`src/rtl/rst_seq_gen.sv`:
```
// Reset sequencer: asserts all channels, releases them one at a time in index
// order, then waits for link-up and tracks link health in RUN.
module rst_seq_gen #(
    parameter int              N_CH     = 2,
    parameter int              CNT_W    = 16,
    parameter int              HOLD_CYC = 16,
    parameter logic [N_CH-1:0] ACT_LOW  = 2'b10,
    parameter int              LINK_TMO = 1000
) (
    input  logic            CLK,
    input  logic            RESET,
    input  logic            sw_rst,
    input  logic            link_up,
    output logic [N_CH-1:0] rst_out,
    output logic            seq_done,
    output logic            link_tmo,
    output logic [2:0]      state
);

    localparam int CH_W = (N_CH > 1) ? $clog2(N_CH) : 1;
    localparam logic [CNT_W-1:0] HOLD_LAST = CNT_W'(HOLD_CYC - 1);
    localparam logic [CNT_W-1:0] TMO_LAST  = CNT_W'((LINK_TMO > 0) ? LINK_TMO - 1 : 0);
    localparam logic [CH_W-1:0]  CH_LAST   = CH_W'(N_CH - 1);
    localparam bit               WAIT_EN   = (LINK_TMO != 0);

    typedef enum logic [2:0] {
        S_ASSERT  = 3'd0,
        S_RELEASE = 3'd1,
        S_WAIT    = 3'd2,
        S_RUN     = 3'd3,
        S_FAIL    = 3'd4
    } st_t;

    st_t             state_q, state_d;
    logic [CNT_W-1:0] cnt_q, cnt_d;
    logic [CNT_W-1:0] wcnt_q, wcnt_d;
    logic [CH_W-1:0]  ch_q, ch_d;
    logic [N_CH-1:0]  rst_q, rst_d;
    logic             done_q, done_d;
    logic             tmo_q, tmo_d;

    always_ff @(posedge CLK) begin
        if (RESET) begin
            state_q <= S_ASSERT;
            cnt_q   <= '0;
            wcnt_q  <= '0;
            ch_q    <= '0;
            rst_q   <= ~ACT_LOW;
            done_q  <= 1'b0;
            tmo_q   <= 1'b0;
        end else begin
            state_q <= state_d;
            cnt_q   <= cnt_d;
            wcnt_q  <= wcnt_d;
            ch_q    <= ch_d;
            rst_q   <= rst_d;
            done_q  <= done_d;
            tmo_q   <= tmo_d;
        end
    end

    always_comb begin
        state_d = state_q;
        cnt_d   = cnt_q;
        wcnt_d  = wcnt_q;
        ch_d    = ch_q;
        rst_d   = rst_q;
        done_d  = 1'b0;
        tmo_d   = tmo_q;
        if (sw_rst) begin
            state_d = S_ASSERT;
            cnt_d   = '0;
            wcnt_d  = '0;
            ch_d    = '0;
            rst_d   = ~ACT_LOW;
            tmo_d   = 1'b0;
        end else begin
            case (state_q)
                S_ASSERT: begin
                    rst_d = ~ACT_LOW;
                    if (cnt_q == HOLD_LAST) begin
                        state_d = S_RELEASE;
                        cnt_d   = '0;
                        ch_d    = '0;
                    end else begin
                        cnt_d = cnt_q + 1'b1;
                    end
                end
                S_RELEASE: begin
                    if (cnt_q == HOLD_LAST) begin
                        rst_d[ch_q] = ACT_LOW[ch_q];
                        cnt_d       = '0;
                        if (ch_q == CH_LAST) begin
                            ch_d   = '0;
                            wcnt_d = '0;
                            // With the wait disabled, skip straight to RUN.
                            if (WAIT_EN) begin
                                state_d = S_WAIT;
                            end else begin
                                state_d = S_RUN;
                                done_d  = 1'b1;
                            end
                        end else begin
                            ch_d = ch_q + 1'b1;
                        end
                    end else begin
                        cnt_d = cnt_q + 1'b1;
                    end
                end
                S_WAIT: begin
                    rst_d = ACT_LOW;
                    // link_up beats a timeout landing on the same edge.
                    if (link_up) begin
                        state_d = S_RUN;
                        done_d  = 1'b1;
                        wcnt_d  = '0;
                    end else if (wcnt_q == TMO_LAST) begin
                        state_d = S_FAIL;
                        tmo_d   = 1'b1;
                    end else begin
                        wcnt_d = wcnt_q + 1'b1;
                    end
                end
                S_RUN: begin
                    rst_d = ACT_LOW;
                    if (!link_up && WAIT_EN) begin
                        state_d = S_WAIT;
                        wcnt_d  = '0;
                    end else begin
                        done_d = 1'b1;
                    end
                end
                S_FAIL: begin
                    rst_d = ACT_LOW;
                    tmo_d = 1'b1;
                end
                default: begin
                    state_d = S_ASSERT;
                    cnt_d   = '0;
                    wcnt_d  = '0;
                    ch_d    = '0;
                    rst_d   = ~ACT_LOW;
                end
            endcase
        end
    end

    assign rst_out  = rst_q;
    assign seq_done = done_q;
    assign link_tmo = tmo_q;
    assign state    = state_q;

endmodule

```
`config.mk`:
```
export PLATFORM = sky130hd
export DESIGN_NAME = rst_seq_gen
export DESIGN_NICKNAME = d
export VERILOG_FILES = /design/src/rtl/rst_seq_gen.sv
export SDC_FILE = /design/constraint.sdc
export NUM_CORES = 1
export LEC_CHECK = 0
export CAP_MARGIN = 20
export CORE_AREA = 3 3 84 86
export DETAILED_ROUTE_END_ITERATION = 7
export DIE_AREA = 0 0 87 89
export PLACE_DENSITY = 0.5
export SETUP_SLACK_MARGIN = 0.5
export SLEW_MARGIN = 10
export SYNTH_ARGS = -nofsm -noshare
export SYNTH_HDL_FRONTEND = slang
export SYNTH_SLANG_ARGS = --single-unit
```
`constraint.sdc`:
```
create_clock -name CLK -period 3.51 [get_ports CLK]
set_clock_uncertainty 0.1 [all_clocks]
set_input_delay 0.351 -clock CLK [delete_from_list [all_inputs] [get_ports CLK]]
set_output_delay 0.351 -clock CLK [all_outputs]
set_load 0.05 [all_outputs]
```
# Word-level counts from Yosys, hierarchy flattened
# Index checks and enable logic that the tools add are counted.
dict set report op_classes {
  eq_ne 14
  n_addsub 3
  reduce_logical 13
  mux 30
  n_lt_le_gt_ge 2
  bitwise_logic 4
}
# cell n
set ops {}
lappend ops {{$mux W16} 6}
lappend ops {{$pmux W16 S4} 1}
lappend ops {{$add A16 B1 Y16 const B} 2}
lappend ops {{$pmux W16 S2} 1}
lappend ops {{$mux W3} 6}
lappend ops {{$eq A16 B10 Y1 const B} 1}
lappend ops {{$eq A16 B4 Y1 const B} 1}
lappend ops {{$pmux W3 S5} 1}
lappend ops {{$ne A2 B2 Y1 const B} 6}
lappend ops {{$mux W1} 9}
lappend ops {{$reduce_or A2 Y1} 4}
lappend ops {{$eq A3 B2 Y1 const B} 2}
lappend ops {{$ne A3 B3 Y1 const B} 2}
lappend ops {{$reduce_and A3 Y1} 2}
lappend ops {{$reduce_and A6 Y1} 1}
lappend ops {{$reduce_or A3 Y1} 2}
lappend ops {{$reduce_and A5 Y1} 1}
lappend ops {{$not A1 Y1} 4}
lappend ops {{$pmux W2 S2} 1}
lappend ops {{$eq A3 B1 Y1 const B} 1}
lappend ops {{$eq A3 B3 Y1 const B} 1}
lappend ops {{$logic_not A3 Y1} 1}
lappend ops {{$pmux W1 S3} 1}
lappend ops {{$bwmux W2} 1}
lappend ops {{other kinds (8)} 8}
dict set report word_totals {
  in_bits 4
  register_bits 40
  elab_cells 73
}

# Depth between registers and ports, before layout
dict set report depth {
  ltp_word 7
  mapped_depth 8
  depth_no_buf 6
}

# Worst setup path before layout
# Ideal clock, no wire load.
dict set report synth_timing {
  path_kind {flip-flop to flip-flop}
  from {reg state_q[1] (netlist: state[1])}
  to {reg wcnt_q[11]}
  n_path_buf 0
  synth_period_minus_slack_ps 2061
  path_slack_ps 1449
  setup_ps 119
  stages_incl_launch_ff 6
  required_time_ps 3291
  arrival_time_ps 1842
  cell_sequence {dfxtp_1 -> inv_1 -> o21ai_1 -> a31oi_4 -> or2_4 -> o221a_2}
}
dict set report synth_via {
  elab_chain_len 4
}
# element line
set synth_lines {}
lappend synth_lines {{start: declaration} 34} ;# st_t state_q, state_d;
lappend synth_lines {{start signal: assignment} 52} ;# state_q <= state_d;
lappend synth_lines {{$eq A3 B3 Y1 or $logic_not A3 Y1 (tied branches)} 78} ;# case (state_q)
lappend synth_lines {{$reduce_or A2 Y1 (no source line)} -}
lappend synth_lines {{$not A1 Y1 (no source line)} -}
lappend synth_lines {{$reduce_and A5 Y1 (no source line)} -}
lappend synth_lines {{end signal: assignment} 54} ;# wcnt_q <= wcnt_d;
lappend synth_lines {{end: declaration} 36} ;# logic [CNT_W-1:0] wcnt_q, wcnt_d;
# Several ways; a longest one is shown, not always the timed one.
# A chain may end at the register's enable or synchronous reset.

# Worst setup path after layout
dict set report layout_timing {
  from {reg state_q[1] (netlist: state[1])}
  to {out state[1]}
}
# element line
set layout_lines {}
lappend layout_lines {{end: declaration} 17} ;# output logic [2:0] state
# No word-level cell between the ends.

==> impl_metrics.env <==
export IMPL_outcome="finished, final reports clean"
export IMPL_worstSetupPathType="reg -> out"
export IMPL_synth_edf_count=0
export IMPL_ys_ff_latch=40
export IMPL_cts_tree="done"
export IMPL_syn_area_per_cell_um2=8.62
export IMPL_drc=0
export IMPL_start_kind="register"
export IMPL_nNetsFinal=266
export IMPL_endpoint_kind="output port"
export IMPL_layout_commonest_cell="dfxtp_1"
export IMPL_worstMarginPinSlew_ns=0.712
export IMPL_max_freq_mhz=429
export IMPL_grt_setup_unrepaired="false"
export IMPL_path_cells="clkdlybuf4s50_1"
export IMPL_area_growth_pct=11.2
export IMPL_syn_area_mm2=0.00219
export IMPL_p_leak_nw=0.755
export IMPL_dr_pass1_iters=4
export IMPL_async_flop_share=0
export IMPL_core_area_mm2=0.00635
export IMPL_synth_seq_area_share=0.366
export IMPL_grt_pass1_vias=1849
export IMPL_cts_setup_buffers=0
export IMPL_cts_path_max_buffers=2
export IMPL_crit_path_top_delay_cell="clkdlybuf4s50_1"
export IMPL_period_needed_ns=2.33
export IMPL_drive_gt1_frac=0.119
export IMPL_antenna_found_initial=0
export IMPL_crit_required_ns=3.06
export IMPL_cts_resized=0
export IMPL_path_max_fanout=14
export IMPL_setup_violations=0
export IMPL_setup_slack_ns=1.18
export IMPL_syn_nets=260
export IMPL_initial_utilization=0.345
export IMPL_gp_congestion=0.781
export IMPL_final_cell_mix="40 x dfxtp_1, 28 x nor2_1, 23 x nand2_1"
export IMPL_ios=11
export IMPL_die_h_um=89
export IMPL_fin_crit_sh=0.664
export IMPL_timing_critical_path_buf_inv=1
export IMPL_viasPerCell=5.49
export IMPL_grt_pass1_wl_um=8930
export IMPL_grt_max_degree=17
export IMPL_dpl_hpwl_um=3460
export IMPL_hold_path_class="reg -> reg"
export IMPL_yosysUniqueCellTypes=63
export IMPL_cts_reportedPaths_clkPinSlew_ns=0.08
export IMPL_portBuffers=10
export IMPL_hold_viol=0
export IMPL_fin_util=0.383
export IMPL_fin_cells=338
export IMPL_place_inst=330
export IMPL_antenna_cells=0
export IMPL_critical_path_max_stage_delay_ns=0.92
export IMPL_cts_buffers=5
export IMPL_cpLargestDelayFamily="buffers and inverters"
export IMPL_grt_usage=0.146
export IMPL_clock_latency_ns=0.30
export IMPL_cts_max_level=2
export IMPL_relSlewSlack=0.524
export IMPL_p_total_uw=893
export IMPL_drv_slew=0
export IMPL_die_area_mm2=0.00774
export IMPL_vdd_drop_max_v=0.000263
export IMPL_vias=1855
export IMPL_postCtsHoldBufs=0
export IMPL_p_per_area_mw_per_mm2=367
export IMPL_crit_arrival_ns=1.88
export IMPL_ant_nets=0
export IMPL_clockRootBuffer="clkbuf_8"
export IMPL_synth_flop_cell="dfxtp_1"
export IMPL_synth_warnings=0
export IMPL_drtIter0Drc=81
export IMPL_drv_cap=0
export IMPL_cts_sinks=40
export IMPL_place_ws_ns=1.15
export IMPL_post_drt_wl_per_cell_um=15.0
export IMPL_setup_tns_ns=0
export IMPL_wl_um=5080
export IMPL_die_x_um=87
export IMPL_synthCells=254
export IMPL_rows=29
export IMPL_overflow=0
==> power breakdown <==
part | leakage, nW | switching, mW | internal [mW] | total (mW)
combinational | 0.368 | 0.0132 | 0.00726 | 0.0204
sequential | 0.322 | 0.00101 | 0.454 | 0.455
clock | 0.0645 | 0.167 | 0.251 | 0.418
==> synth_stat cells, types with 5 or more instances <==
| cell | instances | area share |
|---|---|---|
| nand2_1 | 23 | 0.039 |
| nor2_1 | 28 | 0.048 |
| a31oi_1 | 8 | 0.023 |
| and4_1 | 5 | 0.020 |
| inv_1 | 7 | 0.012 |
| nand3_1 | 13 | 0.030 |
| nor4_1 | 7 | 0.020 |
| nor3_1 | 10 | 0.023 |
| a21oi_1 | 8 | 0.018 |
| xnor2_1 | 9 | 0.036 |
| nand4_1 | 6 | 0.017 |
| o21ai_0 | 13 | 0.030 |
| dfxtp_1 | 40 | 0.37 |
==> cell families (layout without fill, tap and decap cells) <==
group	Yosys count	after routing	share of synthesized area
buffers and inverters	19	26	0.0509
xor gates and xnor gates	13	13	0.0520
AOI/OAI and AO/OA	61	61	0.212
and+or+nand+nor	119	119	0.308
adders and majority gates	2	2	0.0114
DFF	40	40	0.366
==> state kept, by name, indices dropped and copies added, names as in the netlist <==
signal / cells
ch_q: 1
cnt_q: 16
link_tmo: 1
rst_out: 2
seq_done: 1
state: 3
wcnt_q: 16
==> stage by stage <==
step | area (um^2) | hold slack [ns]
final | 2430 | 0.378
after detailed placement | 2310 | 0.367
after global routing | 2430 | 0.418
after global placement | 2310 | 0.370
after floorplan | 2190 | 0.350
after CTS | 2430 | 0.383
==> metal layers <==
metal,part of all wire,wire [um],global-route usage,vias up
met3,0.033,169,0.0313,8
met4,0.014,73,0.0581,0
li1,-,-,-,954
met5,0,0,0,-
met2,0.44,2240,0.224,27
met1,0.51,2590,0.198,866
==> final timing paths <==
kind                            startpoint         end  slack (ns)  cells past startpoint
worst max-delay path              state[1]    state[1]        1.18                      1
worst min-delay path            rst_out[1]  rst_out[1]        0.38                      2
worst min register to register  rst_out[1]  rst_out[1]        0.38                      2
worst max register to register    state[1]  wcnt_q[15]        1.23                      5
==> final cells by class <==
cell class / instances / area [um^2]
multi-input cells: 195 / 1280
repair buffers: 11 / 108
fillers: 641 / 3920
flip-flops and latches: 40 / 801
clock buffers: 7 / 96.3
well taps: 77 / 96.3
inverters: 7 / 26.3
clock inverters: 1 / 30.0
No activity file was read; power rests on OpenSTA's default activity.
